===== config.mk =====
export PLATFORM = sky130hd
export DESIGN_NAME = cpu_mem_arbiter
export DESIGN_NICKNAME = d
export VERILOG_FILES = /design/src/rtl/cpu_arb_pkg.sv /design/src/rtl/cpu_mem_arbiter.sv
export SDC_FILE = /design/constraint.sdc
export NUM_CORES = 1
export LEC_CHECK = 0
export ABC_AREA = 0
export CAP_MARGIN = 25
export CELL_PAD_IN_SITES_DETAIL_PLACEMENT = 1
export CELL_PAD_IN_SITES_GLOBAL_PLACEMENT = 1
export CORE_ASPECT_RATIO = 1.2
export CORE_MARGIN = 2
export CORE_UTILIZATION = 33
export CTS_BUF_LIST = sky130_fd_sc_hd__clkbuf_8
export CTS_CLUSTER_DIAMETER = 30
export DETAILED_ROUTE_END_ITERATION = 8
export PLACE_DENSITY = 0.87
export SYNTH_ARGS = -nofsm -noshare
export SYNTH_HDL_FRONTEND = slang
export SYNTH_SLANG_ARGS = --single-unit

===== constraint.sdc =====
create_clock -name clk_i -period 2.1 [get_ports clk_i]
set_clock_uncertainty 0.05 [all_clocks]
set_input_delay 0.21 -clock clk_i [delete_from_list [all_inputs] [get_ports clk_i]]
set_output_delay 0.21 -clock clk_i [all_outputs]
set_load 0.03 [all_outputs]

===== src/rtl/cpu_arb_pkg.sv =====
// rtl/cpu_arb_pkg.sv - state encoding and grant codes shared by the CPU memory arbiter
package cpu_arb_pkg;

    typedef enum logic [2:0] {
        ST_IDLE    = 3'd0,
        ST_XFER_F  = 3'd1,
        ST_XFER_D  = 3'd2,
        ST_DISCARD = 3'd3,
        ST_RESP    = 3'd4
    } arb_state_t;

    localparam logic [1:0] GRANT_NONE  = 2'b00;
    localparam logic [1:0] GRANT_FETCH = 2'b01;
    localparam logic [1:0] GRANT_DATA  = 2'b10;

endpackage


===== src/rtl/cpu_mem_arbiter.sv =====
// rtl/cpu_mem_arbiter.sv - fetch/data arbiter for the CPU's single Wishbone-style memory port
module cpu_mem_arbiter
    import cpu_arb_pkg::*;
#(
    parameter int unsigned MAX_DATA_RUN = 4
) (
    input  logic        clk_i,
    input  logic        rst_i,
    input  logic        f_req_i,
    input  logic [31:0] f_addr_i,
    input  logic        f_flush_i,
    output logic        f_ack_o,
    output logic [31:0] f_data_o,
    input  logic        d_req_i,
    input  logic        d_we_i,
    input  logic [3:0]  d_sel_i,
    input  logic [31:0] d_addr_i,
    input  logic [31:0] d_data_i,
    output logic        d_ack_o,
    output logic [31:0] d_data_o,
    output logic        m_cyc_o,
    output logic        m_stb_o,
    output logic        m_we_o,
    output logic [3:0]  m_sel_o,
    output logic [31:0] m_addr_o,
    output logic [31:0] m_data_o,
    input  logic [31:0] m_data_i,
    input  logic        m_ack_i,
    output logic [1:0]  grant_o
);

    localparam logic [3:0] LP_RUN_LIMIT = 4'(MAX_DATA_RUN);

    arb_state_t r_state;
    arb_state_t w_state_nxt;
    logic [3:0] r_run_cnt;
    logic       w_grant_f;
    logic       w_grant_d;
    logic       w_ack_f;
    logic       w_ack_d;
    logic       w_bus_done;
    logic [1:0] w_grant_nxt;

    always_comb begin
        w_state_nxt = r_state;
        w_grant_f   = 1'b0;
        w_grant_d   = 1'b0;
        w_ack_f     = 1'b0;
        w_ack_d     = 1'b0;
        w_bus_done  = 1'b0;
        w_grant_nxt = GRANT_NONE;
        case (r_state)
            ST_IDLE: begin
                if (d_req_i && ((r_run_cnt < LP_RUN_LIMIT) || !f_req_i)) begin
                    w_state_nxt = ST_XFER_D;
                    w_grant_d   = 1'b1;
                end else if (f_req_i && !f_flush_i) begin
                    w_state_nxt = ST_XFER_F;
                    w_grant_f   = 1'b1;
                end
            end
            ST_XFER_F: begin
                if (m_ack_i) begin
                    w_state_nxt = ST_RESP;
                    w_ack_f     = !f_flush_i;
                    w_bus_done  = 1'b1;
                end else if (f_flush_i) begin
                    w_state_nxt = ST_DISCARD;
                end
            end
            ST_XFER_D: begin
                if (m_ack_i) begin
                    w_state_nxt = ST_RESP;
                    w_ack_d     = 1'b1;
                    w_bus_done  = 1'b1;
                end
            end
            ST_DISCARD: begin
                // The cancelled fetch stays on the bus until the slave answers.
                if (m_ack_i) begin
                    w_state_nxt = ST_IDLE;
                    w_bus_done  = 1'b1;
                end
            end
            ST_RESP:  w_state_nxt = ST_IDLE;
            default:  w_state_nxt = ST_IDLE;
        endcase
        case (w_state_nxt)
            ST_XFER_F, ST_DISCARD: w_grant_nxt = GRANT_FETCH;
            ST_XFER_D:             w_grant_nxt = GRANT_DATA;
            ST_RESP:               w_grant_nxt = grant_o;
            default:               w_grant_nxt = GRANT_NONE;
        endcase
    end

    always_ff @(posedge clk_i or negedge rst_i) begin
        if (!rst_i) begin
            r_state <= ST_IDLE;
        end else begin
            r_state <= w_state_nxt;
        end
    end

    always_ff @(posedge clk_i or negedge rst_i) begin
        if (!rst_i) begin
            r_run_cnt <= 4'd0;
        end else if (r_state == ST_IDLE) begin
            if (w_grant_f || !f_req_i) begin
                r_run_cnt <= 4'd0;
            end else if (w_grant_d && (r_run_cnt != 4'hF)) begin
                r_run_cnt <= r_run_cnt + 4'd1;
            end
        end
    end

    always_ff @(posedge clk_i or negedge rst_i) begin
        if (!rst_i) begin
            f_ack_o  <= 1'b0;
            d_ack_o  <= 1'b0;
            f_data_o <= 32'd0;
            d_data_o <= 32'd0;
            m_cyc_o  <= 1'b0;
            m_stb_o  <= 1'b0;
            m_we_o   <= 1'b0;
            m_sel_o  <= 4'd0;
            m_addr_o <= 32'd0;
            m_data_o <= 32'd0;
            grant_o  <= GRANT_NONE;
        end else begin
            f_ack_o <= w_ack_f;
            d_ack_o <= w_ack_d;
            grant_o <= w_grant_nxt;
            if (w_grant_f) begin
                m_cyc_o  <= 1'b1;
                m_stb_o  <= 1'b1;
                m_we_o   <= 1'b0;
                m_sel_o  <= 4'hF;
                m_addr_o <= f_addr_i;
                m_data_o <= 32'd0;
            end else if (w_grant_d) begin
                m_cyc_o  <= 1'b1;
                m_stb_o  <= 1'b1;
                m_we_o   <= d_we_i;
                m_sel_o  <= d_sel_i;
                m_addr_o <= d_addr_i;
                m_data_o <= d_data_i;
            end else if (w_bus_done) begin
                m_cyc_o  <= 1'b0;
                m_stb_o  <= 1'b0;
                m_we_o   <= 1'b0;
                m_sel_o  <= 4'd0;
                m_addr_o <= 32'd0;
                m_data_o <= 32'd0;
            end
            if ((r_state == ST_XFER_F) && m_ack_i) begin
                f_data_o <= m_data_i;
            end
            if ((r_state == ST_XFER_D) && m_ack_i) begin
                d_data_o <= m_data_i;
            end
        end
    end

endmodule


==> results of run 1 <==
## what timing repair did
item	4_1_cts	5_1_grt
endpoints found under the setup margin	0	1
resized for setup	0	1
hold endpoints to repair	45	0
hold buffers	1	0
## state kept, by name, summed over array words and instances (netlist names)
| signal | flops |
|---|---|
| m_data_o | 32 |
| f_ack_o | 1 |
| m_addr_o | 32 |
| d_ack_o | 1 |
| d_data_o | 32 |
| m_stb_o | 1 |
| r_run_cnt | 4 |
| m_sel_o | 4 |
| grant_o | 2 |
| r_state | 3 |
| m_we_o | 1 |
| f_data_o | 32 |
## worst paths after layout
kind / to / slack, ns / cells after the start
max in group asynchronous: m_sel_o[0] / 1.14 / 3
min in group clk_i: m_data_o[5] / 0.33 / 2
setup / recovery: m_sel_o[2] / 0.13 / 5
setup reg to reg: m_sel_o[2] / 0.13 / 5
hold reg to reg: m_data_o[15] / 0.46 / 1
hold / removal: d_data_o[31] / 0.20 / 2
## layer usage
metal	up-vias	routed length, um	share of wire	GRT usage
met2	214	9520	0.51	0.365
li1	1980	-	-	-
met1	2214	6990	0.38	0.222
met4	0	267	0.014	0.0640
met5	-	0	0	0
met3	20	1760	0.095	0.0888
## worst reg2reg max path, cell delays in order, from the launching register on
cell and delay (ns):
dfrtp_1 0.45, or3_4 0.45, o22a_2 0.25, buf_12 0.18, buf_12 0.17, a221o_1 0.31
## power groups by stage
| stage | Combinational, W | Sequential, W | Clock [W] |
|---|---|---|---|
| after floorplan | 0.00217 | 0.00713 | 0 |
| after global placement | 0.00802 | 0.00473 | 0 |
| after detailed placement | 0.00827 | 0.00485 | 0 |
| after CTS | 0.00832 | 0.00482 | 0.00226 |
| after global routing | 0.00863 | 0.00497 | 0.00238 |
| final | 0.00821 | 0.00481 | 0.00218 |
## layout by cell type, fill, tap and decap left out, types with 3 or more instances in the layout
master           instances
clkinvlp_4               5
mux2_2                  95
nor2b_1                  3
a21oi_1                  5
a221o_1                  4
o21ai_0                  3
clkdlybuf4s50_1        276
inv_1                    3
nor2_1                   4
inv_6                    5
a22o_1                  67
buf_4                   10
buf_12                   8
dfrtp_1                145
clkbuf_8                17
## stage by stage
step | util | instance area (um2) | power [W] | hold WS (ns)
after floorplan | - | 5740 | 0.00930 | -0.136
after global placement | 0.523 | 8890 | 0.0127 | 0.116
after detailed placement | 0.523 | 8890 | 0.0131 | 0.128
after CTS | 0.547 | 9290 | 0.0154 | 0.188
after global routing | 0.547 | 9290 | 0.0160 | 0.219
final | 0.547 | 9290 | 0.0152 | 0.203
## layout make-up
type	count	area, um2	area share
flip-flops and latches	145	3630	0.390
repair buffers	296	3020	0.325
multi-input cells	203	1980	0.213
well taps	216	270	0.0291
clock buffers	17	234	0.0252
clock inverters	15	158	0.0170
inverters	1	3.75	0.000404
## kinds of logic after synthesis
kind of cell / after synthesis / share of synthesized area
buffers and inverters: 28 / 0.0270
adder cells (fa/ha/maj): 1 / 0.00218
flip-flops: 145 / 0.632
AO/OA/AOI/OAI: 86 / 0.128
AND/OR/NAND/NOR: 20 / 0.0231
multiplexers: 96 / 0.188
==> results.md, run 1 <==
* Final setup TNS at 0 ns
* Antenna cells at 0
* Width of the die at about 120 um
* Clk Latency, worst-skew pair at 0.44 ns
* Slowest CP cell: dfrtp_1
* Synth Flop Type: dfrtp_1
* Mapped Area at 0.00574 mm2
* Critical Path, Cell by Cell: or3_4 > o22a_2 > buf_12 > buf_12 > a221o_1
* Dominant cells by area after synthesis: dfrtp_1 (63%), mux2_2 (19%), a22o_1 (10%)
* H-tree depth at 4
* Crit path max fanout at 30
* Synthesis-stage register bit count at 145
* Final RePlAce weighted congestion at between 0.8 and 0.9
* Starting Density at 0.338
* Area growth, synth to finish at 61.8%
* Layout Cells excl Fill at just under 900
* Std-Cell Rows at 52
* Critical path launch point type: flip-flop
* Final Hold Fails at 0
* Die H at 149 um
* Worst Max-Slew Pin Slew at roughly 0.44 ns
* Slew Limit Fails at 0
* Layout cell share with drive strength beyond 1 at 0.226
* Pleak at 3.98 nW
* Req. time, crit path at 2.37 ns
* IO buf count at between 200 and 300
* CTS tree: built
* Post-synth top area share at 0.632
* CTS sink count at ~150
* Post-synthesis sequential area ratio at 0.632
* Vias at approximately 4400
* Fin crit share at 0.939
* Num ports at roughly 280
* CP delay by family, top: compound AO/OA/AOI/OAI gates
* PwrDens at ~1600 mW/mm2
* Fmax at 507 MHz
* FF-to-FF Start: r_state[2]
* Post-synth EDFFs at 0
* CTS root buffer: clkbuf_8
* Setup ws final at between 0.1 and 0.15 ns
* Max-slew headroom at 0.703
* Worst Setup SP: r_state[2]
* Drt initial violations at between 100 and 150
* RSZ-0062 raised after global routing: false
* Total global routing overflow at 0
* Hold Crit Class: primary input to async pin
* Dpl ws at -0.144 ns
* Commonest cells in the netlist: dfrtp_1 (145), mux2_2 (95), a22o_1 (67), buf_2 (16)
* Top-count cell post-synth: dfrtp_1
* Post-CTS Setup Inserts at 0
* Async SR Flop Fraction at 1.00
* Die area at approximately 0.018 mm2
* Final setup viols at 0
* Final HPWL DP at 14000 um
* Sequential power share at 0.316
* Cell variety after synth at 33
* 1st-pass router iterations at 4
* Ys Warns at 0
* Core Box Area at approximately 0.017 mm2
* Largest net degree at the start of global routing at 56
* Final ANT Viol Nets at 0
* Gr usage total at 0.206
* Power Internal at 0.00892 W
* Post-Place Cells at between 800 and 900
* Cell mode on critical path: buf_12
* Final WL at around 19000 um
* Synthesized area per cell at ~15 um2
* Vias in the first global route at 5184
* Clock Power Share at 0.144
* # DRC at 0
* Setup crit end kind: flip-flop
* Via density at a little under 5
* CTS Buf Count at 17
* Syn_nets at roughly 520
* CP arrival at around 2.2 ns
* Layout Nets at 804
* WP buf/inv at 2
* Synth area leader: dfrtp_1
* Minimum clock period at ~2.0 ns
* Antenna violations before repair at 0
* Net switching power at between 0.006 and 0.007 W
* First-pass GRT wire length at around 30000 um
* # Max-Cap Violations at 0
* CTS max path bufs at 2
* Outcome: finished clean
* Worst path max stage delay at 0.45 ns
* VDD IR max at around 0.00093 V
* CTS clock-pin slew for the worst setup and hold paths at approximately 0.09 ns
* Synthesized instance count at roughly 380
* Setup CP Type: flip-flop to flip-flop
* Drt wl/cell at 20.8 um
* Combinational share of power at 0.540
* Switching share of power at 0.413
* Fillers at 1632
No activity file was read; power rests on OpenSTA's default activity.
==> run 2: changes to the inputs <==
clock period = 2.2 ns   (was 2.1 ns; I/O delays follow)
==> run 2 against run 1 <==
Compared with the run above:
- combinational power is 4.8% lower
- power is 4.5% lower
- worst setup slack better by 0.080 ns
- critical path depth is 1 higher
- count of clock-buffer cells in the layout stayed put
- register-to-register slack better by 0.08 ns
- die area stayed put
- final area hardly changed
- non-clock buffer count is 3 lower
- sequential share of layout area hardly changed
- worst hold slack worse by 0.13 ns
- wire length is 2.1% lower
- critical endpoint is now m_sel_o[1]
- largest cell class unchanged
- largest power group unchanged
==> results.md, run 2 (synthesis gave the netlist of run 1 again) <==
* Outcome: finished clean
* Fin crit share at 0.905 (-0.0336)
* Antenna cells at 0 (unchanged)
* CTS clock-pin slew for the worst setup and hold paths at 0.09 ns (about the same)
* Drt initial violations at 130 (+12%)
* Via density at 4.97 (+0.31%)
* CTS sink count at 145 (unchanged)
* Vias in the first global route at 5142 (-0.81%)
* Total global routing overflow at 0 (unchanged)
* Clk Latency, worst-skew pair at 0.44 ns (about the same)
* Critical Path, Cell by Cell: o21ai_1 > a21boi_0 > o22a_2 > buf_12 > buf_12 > a221o_1
* Setup crit end kind: flip-flop
* Area growth, synth to finish at 61.7% (about the same)
* Width of the die at 124 um (unchanged)
* Final ANT Viol Nets at 0 (unchanged)
* Final WL at 18100 um (-2.1%)
* CTS root buffer: clkbuf_8
* Final Hold Fails at 0 (unchanged)
* Layout cell share with drive strength beyond 1 at 0.224 (-0.00196)
* Area of placed instances at 0.00888 mm2 (-0.11%)
* H-tree depth at 4 (unchanged)
* Most common cell after layout, fill and taps aside: clkdlybuf4s50_1
* Vias at 4427 (-0.023%)
* CTS tree: built
* Antenna violations before repair at 0 (unchanged)
* Minimum clock period at 1.99 ns (+0.0199 ns)
* Fillers at 1652 (+1.2%)
* CP delay by family, top: compound AO/OA/AOI/OAI gates
* Final RePlAce weighted congestion at 0.833 (+0.92%)
* Most frequent cells in the layout: clkdlybuf4s50_1 (276), dfrtp_1 (145), mux2_2 (95)
* CTS max path bufs at 2 (unchanged)
* PwrDens at 1560 mW/mm2 (-4.4%)
* Req. time, crit path at 2.47 ns (+0.10 ns)
* Largest net degree at the start of global routing at 81 (+45%)
* Final setup viols at 0 (unchanged)
* Std-Cell Rows at 52 (unchanged)
* Worst Max-Slew Pin Slew at 0.458 ns (+0.0127 ns)
* Slowest CP cell: dfrtp_1
* Setup ws final at 0.208 ns (+0.0801 ns)
* VDD IR max at 0.00101 V (+8.6%)
* RSZ-0062 raised after global routing: false
* # Max-Cap Violations at 0 (unchanged)
* CTS Buf Count at 17 (unchanged)
* Hold Crit Class: primary input to async pin
* Setup CP Type: flip-flop to flip-flop
* Post-route cell area at 0.00929 mm2 (about the same)
* Drt wl/cell at 20.4 um (-1.8%)
* Gr usage total at 0.201 (-0.00467)
* Post-CTS Setup Inserts at 0 (unchanged)
* Starting Density at 0.338 (unchanged)
* Max-slew headroom at 0.695 (-0.00845)
* Critical path launch point type: flip-flop
* Crit path max fanout at 38 (+27%)
* Slew Limit Fails at 0 (unchanged)
* Fmax at 502 MHz (-1.0%)
* First-pass GRT wire length at 29000 um (-1.8%)
* Die area at 0.0185 mm2 (unchanged)
* Die H at 149 um (unchanged)
* WP buf/inv at 2 (unchanged)
* Worst path max stage delay at 0.44 ns (about the same)
* Num ports at 278 (unchanged)
* Cell mode on critical path: buf_12
* 1st-pass router iterations at 4 (unchanged)
* Final HPWL DP at 13300 um (-4.4%)
* Core Box Area at 0.0170 mm2 (unchanged)
* Pleak at 3.97 nW (about the same)
* Pwr Total at 0.0145 W (-4.5%)
* Layout Nets at 801 (-0.37%)
* IO buf count at 277 (unchanged)
* # DRC at 0 (unchanged)
* CP arrival at 2.26 ns (+0.02 ns)
* Dpl ws at -0.0423 ns (+0.102 ns)
## run 2: final timing paths
kind | end | slack, ns | cells after the start | start
setup reg to reg | m_sel_o[1] | 0.21 | 6 | r_run_cnt[2]
setup / recovery | m_sel_o[1] | 0.21 | 6 | r_run_cnt[2]
hold / removal | f_data_o[1] | 0.08 | 2 | rst_i
hold reg to reg | m_data_o[2] | 0.46 | 1 | m_data_o[2]
max in group asynchronous | m_data_o[9] | 1.38 | 3 | rst_i
min in group clk_i | m_data_o[21] | 0.33 | 2 | d_data_i[21]
## run 2: power breakdown
| part | internal (W) | total (W) | switching, W |
|---|---|---|---|
| Clock | 0.000953 | 0.00213 | 0.00118 |
| Combinational | 0.00363 | 0.00782 | 0.00419 |
| Sequential | 0.00386 | 0.00457 | 0.000711 |
| Total | 0.00844 | 0.0145 | 0.00608 |
## run 2: worst reg2reg max path, cell delays in order (launching register included)
cell and delay [ns]:
dfrtp_1 0.44, o21ai_1 0.31, a21boi_0 0.18, o22a_2 0.23
buf_12 0.19, buf_12 0.19, a221o_1 0.30
## run 2: area by class of cell
type / count / area [um2] / share of cell area
clock buffer: 17 / 234 / 0.0252
clock inverter: 15 / 165 / 0.0178
inverter: 1 / 3.75 / 0.000404
multi-input combinational: 203 / 1980 / 0.213
sequential: 145 / 3630 / 0.391
tap: 216 / 270 / 0.0291
timing repair buffer: 293 / 3010 / 0.324
## run 2: through the flow
| step | hold WS (ns) | std cells | util | setup TNS (ns) |
|---|---|---|---|---|
| 2_1_floorplan | -0.126 | 376 | - | 0 |
| 3_3_place_gp | -0.0252 | 857 | 0.523 | -0.0633 |
| 3_5_place_dp | -0.0217 | 857 | 0.523 | -0.843 |
| 4_1_cts | 0.0422 | 890 | 0.547 | 0 |
| 5_1_grt | 0.0430 | 890 | 0.547 | 0 |
| 6_report | 0.0778 | 890 | 0.547 | 0 |
## run 2: what timing repair did
item / CTS / global route
resized for setup: 0 / 0
hold buffers: 1 / 0
endpoints found under the hold margin: 145 / 0
## run 2: per-layer routing
layer	wire, um	GRT usage	vias up
li1	-	-	1973
met1	7120	0.230	2216
met2	9090	0.344	218
met3	1640	0.0874	20
met4	282	0.0584	0
met5	0	0	-
